**config.mk**
```make
export PLATFORM = sky130hd
export DESIGN_NAME = lt24_graphic_manager
export DESIGN_NICKNAME = d
export VERILOG_FILES = /design/src/rtl/lt24_pkg.sv /design/src/rtl/lt24_bus_writer.sv /design/src/rtl/lt24_graphic_manager.sv
export SDC_FILE = /design/constraint.sdc
export NUM_CORES = 1
export LEC_CHECK = 0
export BUFFER_PORTS_ARGS = -buffer_cell sky130_fd_sc_hd__buf_2
export CAP_MARGIN = 5
export CORE_MARGIN = 1.5
export CORE_UTILIZATION = 50
export CTS_BUF_LIST = sky130_fd_sc_hd__clkbuf_4 sky130_fd_sc_hd__clkbuf_8 sky130_fd_sc_hd__clkbuf_16
export DETAILED_ROUTE_END_ITERATION = 12
export PLACE_DENSITY = 0.66
export SYNTH_ARGS = -nofsm -noshare
export SYNTH_HDL_FRONTEND = slang
export SYNTH_SLANG_ARGS = --single-unit
```
**constraint.sdc**
```tcl
create_clock -name clk -period 4.89 [get_ports clk]
set_clock_uncertainty 0.2 [all_clocks]
set_input_delay 0.978 -clock clk [delete_from_list [all_inputs] [get_ports clk]]
set_output_delay 0.978 -clock clk [all_outputs]
set_load 0.01 [all_outputs]
```
**src/rtl/lt24_pkg.sv**
```systemverilog
// Shared ILI9341 opcodes, colour words, controller state encoding and bus-word helpers
// for the LT24 graphic manager.
package lt24_pkg;

    localparam logic [15:0] CMD_SLPOUT   = 16'h0011;
    localparam logic [15:0] CMD_PIXFMT   = 16'h003A;
    localparam logic [15:0] CMD_MADCTL   = 16'h0036;
    localparam logic [15:0] CMD_DISPON   = 16'h0029;
    localparam logic [15:0] CMD_CASET    = 16'h002A;
    localparam logic [15:0] CMD_PASET    = 16'h002B;
    localparam logic [15:0] CMD_RAMWR    = 16'h002C;
    localparam logic [15:0] PIXFMT_16BPP = 16'h0055;
    localparam logic [15:0] COLOR_WHITE  = 16'hFFFF;
    localparam logic [15:0] COLOR_BLACK  = 16'h0000;

    typedef enum logic [3:0] {
        ST_RST_LOW  = 4'd0,
        ST_RST_WAIT = 4'd1,
        ST_SLP_CMD  = 4'd2,
        ST_SLP_WAIT = 4'd3,
        ST_CFG      = 4'd4,
        ST_CLR_WIN  = 4'd5,
        ST_CLR_FILL = 4'd6,
        ST_IDLE     = 4'd7,
        ST_PX       = 4'd8
    } lt24_state_e;

    // One 8080 bus transfer: rs=0 command, rs=1 data.
    typedef struct packed {
        logic        rs;
        logic [15:0] data;
    } bus_word_t;

    function automatic bus_word_t cmd_word(input logic [15:0] code);
        return {1'b0, code};
    endfunction

    function automatic bus_word_t dat_word(input logic [15:0] value);
        return {1'b1, value};
    endfunction

    // Window coordinates are sent one byte per word, upper byte of the word zero.
    function automatic logic [15:0] hi_byte(input logic [15:0] value);
        return {8'h00, value[15:8]};
    endfunction

    function automatic logic [15:0] lo_byte(input logic [15:0] value);
        return {8'h00, value[7:0]};
    endfunction

endpackage

```
**src/rtl/lt24_bus_writer.sv**
```systemverilog
// Single 8080 bus write engine: cs_n low from the first cycle, wr_n low then high
// for programmable cycle counts; rs/data held stable for the whole transfer.
module lt24_bus_writer #(
    parameter int WR_LOW_CYC  = 2,
    parameter int WR_HIGH_CYC = 2
) (
    input  logic        clk,
    input  logic        reset,
    input  logic        start,
    input  logic        rs_in,
    input  logic [15:0] data_in,
    output logic        done,
    output logic        idle,
    output logic        cs_n,
    output logic        wr_n,
    output logic        rs,
    output logic [15:0] data
);

    localparam logic [15:0] LOW_LAST  = 16'(WR_LOW_CYC - 1);
    localparam logic [15:0] HIGH_LAST = 16'(WR_HIGH_CYC - 1);

    logic        active_r;
    logic        high_phase_r;
    logic [15:0] cnt_r;

    assign done = active_r && high_phase_r && (cnt_r == HIGH_LAST);
    assign idle = !active_r;

    // Transfer sequencer; a new start is taken on the last high cycle so writes chain seamlessly.
    always_ff @(posedge clk or posedge reset) begin
        if (reset) begin
            active_r     <= 1'b0;
            high_phase_r <= 1'b0;
            cnt_r        <= 16'd0;
            cs_n         <= 1'b1;
            wr_n         <= 1'b1;
            rs           <= 1'b1;
            data         <= 16'h0000;
        end else if (start && (!active_r || done)) begin
            active_r     <= 1'b1;
            high_phase_r <= 1'b0;
            cnt_r        <= 16'd0;
            cs_n         <= 1'b0;
            wr_n         <= 1'b0;
            rs           <= rs_in;
            data         <= data_in;
        end else if (active_r && !high_phase_r) begin
            if (cnt_r == LOW_LAST) begin
                wr_n         <= 1'b1;
                high_phase_r <= 1'b1;
                cnt_r        <= 16'd0;
            end else begin
                cnt_r <= cnt_r + 16'd1;
            end
        end else if (active_r) begin
            if (cnt_r == HIGH_LAST) begin
                active_r <= 1'b0;
                cs_n     <= 1'b1;
                cnt_r    <= 16'd0;
            end else begin
                cnt_r <= cnt_r + 16'd1;
            end
        end
    end

endmodule

```
**src/rtl/lt24_graphic_manager.sv**
```systemverilog
// LT24 panel controller: power-up/init sequence, optional black clear, then one
// single-pixel window + RAM write per accepted write_pixel request.
module lt24_graphic_manager
    import lt24_pkg::*;
#(
    parameter int          H_RES          = 320,
    parameter int          V_RES          = 240,
    parameter int          WR_LOW_CYC     = 2,
    parameter int          WR_HIGH_CYC    = 2,
    parameter int          RST_LOW_CYC    = 500,
    parameter int          RST_WAIT_CYC   = 6000000,
    parameter int          SLEEP_WAIT_CYC = 6000000,
    parameter logic [15:0] MADCTL_VAL     = 16'h0028,
    parameter int          CLEAR_ON_INIT  = 1
) (
    input  logic        clk,
    input  logic        reset,
    input  logic        write_pixel,
    input  logic [8:0]  pixel_col,
    input  logic [7:0]  pixel_row,
    input  logic        bw_pixel_color,
    output logic        initialized,
    output logic        busy,
    output logic        overrun,
    output logic        lcd_reset_n,
    output logic        lcd_on,
    output logic        lcd_cs_n,
    output logic        lcd_wr_n,
    output logic        lcd_rd_n,
    output logic        lcd_rs,
    output logic [15:0] lcd_data
);

    localparam logic [15:0] H_MAX      = 16'(H_RES - 1);
    localparam logic [15:0] V_MAX      = 16'(V_RES - 1);
    localparam logic [9:0]  H_LIM      = 10'(H_RES);
    localparam logic [8:0]  V_LIM      = 9'(V_RES);
    localparam logic [16:0] FILL_WORDS = 17'(H_RES * V_RES);
    localparam logic [31:0] RST_LOW_LAST  = 32'(RST_LOW_CYC - 1);
    localparam logic [31:0] RST_WAIT_LAST = 32'(RST_WAIT_CYC - 1);
    localparam logic [31:0] SLEEP_LAST    = 32'(SLEEP_WAIT_CYC - 1);

    lt24_state_e state_r, next_state_s;
    logic [3:0]  step_r;
    logic [31:0] wait_cnt_r;
    logic [16:0] fill_cnt_r;
    logic [8:0]  px_col_r;
    logic [7:0]  px_row_r;
    logic        px_color_r;

    bus_word_t   cur_word_s;
    logic [3:0]  seq_len_s;
    logic        seq_done_s;
    logic        accept_s;
    logic        wr_start_s;
    logic        wr_done_s;
    logic        wr_idle_s;
    logic        wr_ready_s;
    logic [15:0] col16_s;
    logic [15:0] row16_s;

    assign lcd_rd_n   = 1'b1;
    assign wr_ready_s = wr_idle_s || wr_done_s;
    assign col16_s    = {7'd0, px_col_r};
    assign row16_s    = {8'd0, px_row_r};
    assign seq_done_s = (step_r == seq_len_s) && wr_ready_s;
    assign accept_s   = write_pixel && ({1'b0, pixel_col} < H_LIM) && ({1'b0, pixel_row} < V_LIM);

    lt24_bus_writer #(
        .WR_LOW_CYC  (WR_LOW_CYC),
        .WR_HIGH_CYC (WR_HIGH_CYC)
    ) u_writer (
        .clk     (clk),
        .reset   (reset),
        .start   (wr_start_s),
        .rs_in   (cur_word_s.rs),
        .data_in (cur_word_s.data),
        .done    (wr_done_s),
        .idle    (wr_idle_s),
        .cs_n    (lcd_cs_n),
        .wr_n    (lcd_wr_n),
        .rs      (lcd_rs),
        .data    (lcd_data)
    );

    // Word table: what each sequencing state sends at each step.
    always_comb begin
        cur_word_s = cmd_word(16'h0000);
        seq_len_s  = 4'd0;
        case (state_r)
            ST_SLP_CMD: begin
                seq_len_s  = 4'd1;
                cur_word_s = cmd_word(CMD_SLPOUT);
            end
            ST_CFG: begin
                seq_len_s = 4'd5;
                case (step_r)
                    4'd0:    cur_word_s = cmd_word(CMD_PIXFMT);
                    4'd1:    cur_word_s = dat_word(PIXFMT_16BPP);
                    4'd2:    cur_word_s = cmd_word(CMD_MADCTL);
                    4'd3:    cur_word_s = dat_word(MADCTL_VAL);
                    default: cur_word_s = cmd_word(CMD_DISPON);
                endcase
            end
            ST_CLR_WIN: begin
                seq_len_s = 4'd11;
                case (step_r)
                    4'd0:       cur_word_s = cmd_word(CMD_CASET);
                    4'd1, 4'd2: cur_word_s = dat_word(16'h0000);
                    4'd3:       cur_word_s = dat_word(hi_byte(H_MAX));
                    4'd4:       cur_word_s = dat_word(lo_byte(H_MAX));
                    4'd5:       cur_word_s = cmd_word(CMD_PASET);
                    4'd6, 4'd7: cur_word_s = dat_word(16'h0000);
                    4'd8:       cur_word_s = dat_word(hi_byte(V_MAX));
                    4'd9:       cur_word_s = dat_word(lo_byte(V_MAX));
                    default:    cur_word_s = cmd_word(CMD_RAMWR);
                endcase
            end
            ST_CLR_FILL: cur_word_s = dat_word(COLOR_BLACK);
            ST_PX: begin
                seq_len_s = 4'd12;
                case (step_r)
                    4'd0:       cur_word_s = cmd_word(CMD_CASET);
                    4'd1, 4'd3: cur_word_s = dat_word(hi_byte(col16_s));
                    4'd2, 4'd4: cur_word_s = dat_word(lo_byte(col16_s));
                    4'd5:       cur_word_s = cmd_word(CMD_PASET);
                    4'd6, 4'd8: cur_word_s = dat_word(hi_byte(row16_s));
                    4'd7, 4'd9: cur_word_s = dat_word(lo_byte(row16_s));
                    4'd10:      cur_word_s = cmd_word(CMD_RAMWR);
                    default:    cur_word_s = dat_word(px_color_r ? COLOR_WHITE : COLOR_BLACK);
                endcase
            end
            default: cur_word_s = cmd_word(16'h0000);
        endcase
    end

    // Next-state and bus start decode.
    always_comb begin
        next_state_s = state_r;
        wr_start_s   = 1'b0;
        case (state_r)
            ST_RST_LOW: begin
                if (wait_cnt_r == RST_LOW_LAST) next_state_s = ST_RST_WAIT;
                else                            next_state_s = ST_RST_LOW;
            end
            ST_RST_WAIT: begin
                if (wait_cnt_r == RST_WAIT_LAST) next_state_s = ST_SLP_CMD;
                else                             next_state_s = ST_RST_WAIT;
            end
            ST_SLP_CMD: begin
                wr_start_s = wr_ready_s && (step_r < seq_len_s);
                if (seq_done_s) next_state_s = ST_SLP_WAIT;
                else            next_state_s = ST_SLP_CMD;
            end
            ST_SLP_WAIT: begin
                if (wait_cnt_r == SLEEP_LAST) next_state_s = ST_CFG;
                else                          next_state_s = ST_SLP_WAIT;
            end
            ST_CFG: begin
                wr_start_s = wr_ready_s && (step_r < seq_len_s);
                if (seq_done_s) next_state_s = (CLEAR_ON_INIT != 0) ? ST_CLR_WIN : ST_IDLE;
                else            next_state_s = ST_CFG;
            end
            ST_CLR_WIN: begin
                wr_start_s = wr_ready_s && (step_r < seq_len_s);
                if (seq_done_s) next_state_s = ST_CLR_FILL;
                else            next_state_s = ST_CLR_WIN;
            end
            ST_CLR_FILL: begin
                wr_start_s = wr_ready_s && (fill_cnt_r != 17'd0);
                if (wr_ready_s && (fill_cnt_r == 17'd0)) next_state_s = ST_IDLE;
                else                                     next_state_s = ST_CLR_FILL;
            end
            ST_IDLE: begin
                if (accept_s) next_state_s = ST_PX;
                else          next_state_s = ST_IDLE;
            end
            ST_PX: begin
                wr_start_s = wr_ready_s && (step_r < seq_len_s);
                if (seq_done_s) next_state_s = ST_IDLE;
                else            next_state_s = ST_PX;
            end
            default: next_state_s = ST_RST_LOW;
        endcase
    end

    // State register.
    always_ff @(posedge clk or posedge reset) begin
        if (reset) state_r <= ST_RST_LOW;
        else       state_r <= next_state_s;
    end

    // Counters, request capture and registered status/panel-control outputs.
    always_ff @(posedge clk or posedge reset) begin
        if (reset) begin
            step_r      <= 4'd0;
            wait_cnt_r  <= 32'd0;
            fill_cnt_r  <= 17'd0;
            px_col_r    <= 9'd0;
            px_row_r    <= 8'd0;
            px_color_r  <= 1'b0;
            lcd_reset_n <= 1'b0;
            lcd_on      <= 1'b0;
            initialized <= 1'b0;
            busy        <= 1'b1;
            overrun     <= 1'b0;
        end else begin
            if (next_state_s != state_r) begin
                step_r     <= 4'd0;
                wait_cnt_r <= 32'd0;
            end else begin
                if (wr_start_s) step_r <= step_r + 4'd1;
                if ((state_r == ST_RST_LOW) || (state_r == ST_RST_WAIT) || (state_r == ST_SLP_WAIT))
                    wait_cnt_r <= wait_cnt_r + 32'd1;
            end

            // Clear length uses a down-counter loaded as the window setup completes.
            if ((state_r == ST_CLR_WIN) && (next_state_s == ST_CLR_FILL))
                fill_cnt_r <= FILL_WORDS;
            else if ((state_r == ST_CLR_FILL) && wr_start_s)
                fill_cnt_r <= fill_cnt_r - 17'd1;

            if ((state_r == ST_RST_LOW) && (next_state_s == ST_RST_WAIT)) begin
                lcd_reset_n <= 1'b1;
                lcd_on      <= 1'b1;
            end

            if ((state_r != ST_IDLE) && (next_state_s == ST_IDLE)) begin
                initialized <= 1'b1;
                busy        <= 1'b0;
            end else if ((state_r == ST_IDLE) && (next_state_s == ST_PX)) begin
                busy       <= 1'b1;
                px_col_r   <= pixel_col;
                px_row_r   <= pixel_row;
                px_color_r <= bw_pixel_color;
            end

            if (write_pixel && (busy || !initialized)) overrun <= 1'b1;
        end
    end

endmodule
```
==> metrics <==
status completed; Die ar. 13360 µm²; WP data required 4.95 ns; fin util 56.21%; grt ovf 0; top-count cell post-synth dfrtp_1; Worst Path Max Fanout 13; largest family of logic cells by synthesized area simple AND/OR/NAND/NOR gates; CTS buffer count 9; via density per instance 5.906; top post-synthesis cells by area dfrtp_1 (41%), xor2_1 (4.1%), nand2_1 (4.0%); area share of the largest cell type after synthesis 41.44%; Final nets 750; Final Hold Fails 0; CTS Sinks 109; post-CTS setup buffers 0; Initial DRC Count 382; kind of critical path reg -> reg; met3 Usage GRT 4.603%; DRC viols 0; Max Cap Viol 0; Final Setup Violations 0; Setup TNS 0 ns; Internal Pwr Total 1.278 mW; Lkg Pwr 3.100 nW; largest net degree at the start of global routing 84; die width 115.6 µm; sequential share of power 55.2%; Startpoint Class flop; Final Critical Period 3.905 ns; synth cell count leaders dfrtp_1 (105), nand2_1 (67), nor2_1 (65); drt wl/cell 16.21 µm; Syn Inst Count 696; CTS tree built; Pins Over Slew Limit 0; Compound-Gate Fraction of Synth Area 13.14%; register bit total from synthesis 109; slowest cell delay on critical path 0.62 ns; TritonRoute pass-1 iters 5; GRT Util Overall 23.18%; met2 usage 37.79%; WP data arrival 3.96 ns; pwr dens 237.7 nW/µm²; Clock transition at path regs 0.07 ns; period utilisation layout 79.87%; Crit path max-delay family simple AND/OR/NAND/NOR gates; pin slew with the least headroom to its limit 1.027 ns; Buf/Inv on CP 0; area of the mapped netlist 6340 µm²; first-pass GRT wire length 24610 µm; RSZ-0062 raised after global routing false; mux share of post-synthesis cell area 4.046%; post-synthesis xor/xnor area fraction 7.184%; Post-Syn Nets 732; crit-path cells nand2b_1 -> nor2_4 -> nand2_1 -> ha_1 -> nor2b_1 -> o21a_1 -> o21a_1 -> o32a_1 -> nor2_1 -> o221ai_1 -> a32o_1; worst min path class reg -> reg; via count 5239; FMAX 256.1 MHz; Placer Congestion 0.8781; Combinational Power Share 1.7%; hold_buf cts 0; dpl hpwl 9776 µm; Overall Power 1.631 mW; post-synthesis adder-cell area fraction 2.960%; CTS max path bufs 2; clock latency at the later pin of the worst-skew pair 0.36 ns; switching part of the total 21.67%; Crit. End Element flop; GR peak layer met2; Psw 0.3536 mW; Mean Syn Cell Area 9.109 µm²; synthesis-to-layout area growth 8.269%; die outline height 115.6 µm; asr flop ratio synth 100.0%; Starting Density 51.92%; hold_ws 0.2579 ns; vias in the first global route 5024; EDFF count, synth 0; CTS H-tree depth 3; Crit path top cell by count o21a_1; Core Area 12210 µm²; Clk pwr share 43.0%; peak supply drop 0.1450 mV; area leader, netlist dfrtp_1; met1 Usage GRT 30.80%; initial antenna violation count 0; Slew headroom 31.56%; Post-DRT Antenna Nets 0; final wirelength 14380 µm; share of post-route cells with drive strength above 1 15.30%; CTS root buf clkbuf_16; sequential share of the synthesized area 43.10%; slowest library cell on the worst path nor2_1; # port buffers 44; ys flop type dfrtp_1; diode count 0; fraction of the mapped netlist area in simple logic gates 25.08%; Top Ports 46; synth warn 0; Synth cell types 68; post-cts resize count 0; Rows 40
## cells by family (layout without fill, tap and decap cells)
kind of cell,count (synthesis),in the layout
compound gates,127,127
xor+xnor,52,52
fa+ha+maj,15,15
buf+inv,56,79
flops,109,109
mux,22,22
other cells,1,1
simple gates,314,314
## placed cells by master, fill, tap and decap left out, types with 3 or more instances in the layout
cell	Yosys	layout
a21o_1	3	3
a21oi_1	20	20
a22oi_1	6	6
a311oi_1	3	3
a31oi_1	12	12
and2_1	5	5
and3_1	14	14
and4_1	3	3
buf_2	8	44
buf_4	10	6
clkbuf_16	0	9
clkbuf_4	0	4
dfrtp_1	105	105
dfstp_2	4	4
ha_1	15	15
inv_1	13	12
mux2_2	19	19
nand2_1	67	67
nand2b_1	10	10
nand3_1	35	35
nand4_1	19	19
nor2_1	65	65
nor2b_1	5	5
nor3_1	48	48
nor3_2	3	3
nor4_1	19	19
nor4b_1	3	3
o211ai_1	3	3
o21ai_0	45	45
o22ai_1	3	3
o31ai_1	7	7
or2_2	4	4
xnor2_1	22	22
xor2_1	30	30
## final cells by class
cell class	count	area, µm²
clock inverter	3	22.52
tap	168	210.2
fill	1146	5348
sequential	109	2733
clock buffer	13	255.2
timing repair buffer	50	265.3
inverter	13	51.30
multi-input combinational	531	3327
## per-stage QoR
| stage | cells | area [µm²] | setup slack [ns] |
|---|---|---|---|
| 3_3_place_gp | 871 | 6586 | 1.256 |
| 6_report | 887 | 6864 | 0.9845 |
| 5_1_grt | 887 | 6864 | 0.6673 |
| 3_5_place_dp | 871 | 6586 | 1.063 |
| 4_1_cts | 887 | 6864 | 1.039 |
| 2_1_floorplan | 696 | 6340 | 0.8447 |
## final timing paths
path	startpoint	endpoint	slack, ns	cells after the start
min reg2reg	overrun$_DFFE_PP0P_	overrun$_DFFE_PP0P_	0.26	1
min in group asynchronous	reset	fill_cnt_r[10]$_DFFE_PP0P_	0.67	2
min	overrun$_DFFE_PP0P_	overrun$_DFFE_PP0P_	0.26	1
max	state_r[2]$_DFF_PP0_	u_writer.cnt_r[12]$_DFFE_PP0P_	0.98	11
max reg2reg	state_r[2]$_DFF_PP0_	u_writer.cnt_r[12]$_DFFE_PP0P_	0.98	11
max in group asynchronous	reset	wait_cnt_r[18]$_DFFE_PP0P_	2.89	3
## state kept, by name, indices dropped and copies added, names as in the netlist, 4 cells and up
signal          count
wait_cnt_r         32
fill_cnt_r         17
u_writer.cnt_r     16
px_col_r            9
u_writer.data       9
px_row_r            8
state_r             4
step_r              4
## routing by layer
metal	routed length, µm	vias to the layer above	part of all wire (%)
met1	6594	2562	46
met5	0	-	0
met4	229	0	1.6
met2	6954	126	48
met3	597	17	4.2
li1	-	2534	-
## worst reg2reg max path, stage by stage, from the launching register on
cell,delay [ns]
dfrtp_1,0.58
nand2b_1,0.26
nor2_4,0.29
nand2_1,0.17
ha_1,0.31
nor2b_1,0.14
o21a_1,0.16
o21a_1,0.17
o32a_1,0.45
nor2_1,0.62
o221ai_1,0.19
a32o_1,0.24
## power groups by stage
stage,clock network (mW),registers [mW],logic [mW]
6_report,0.702,0.901,0.0281
5_1_grt,0.752,0.901,0.0335
4_1_cts,0.719,0.901,0.0301
3_5_place_dp,0,0.918,0.0300
3_3_place_gp,0,0.918,0.0292
2_1_floorplan,0,0.919,0.0151
No activity file was read; power rests on OpenSTA's default activity.
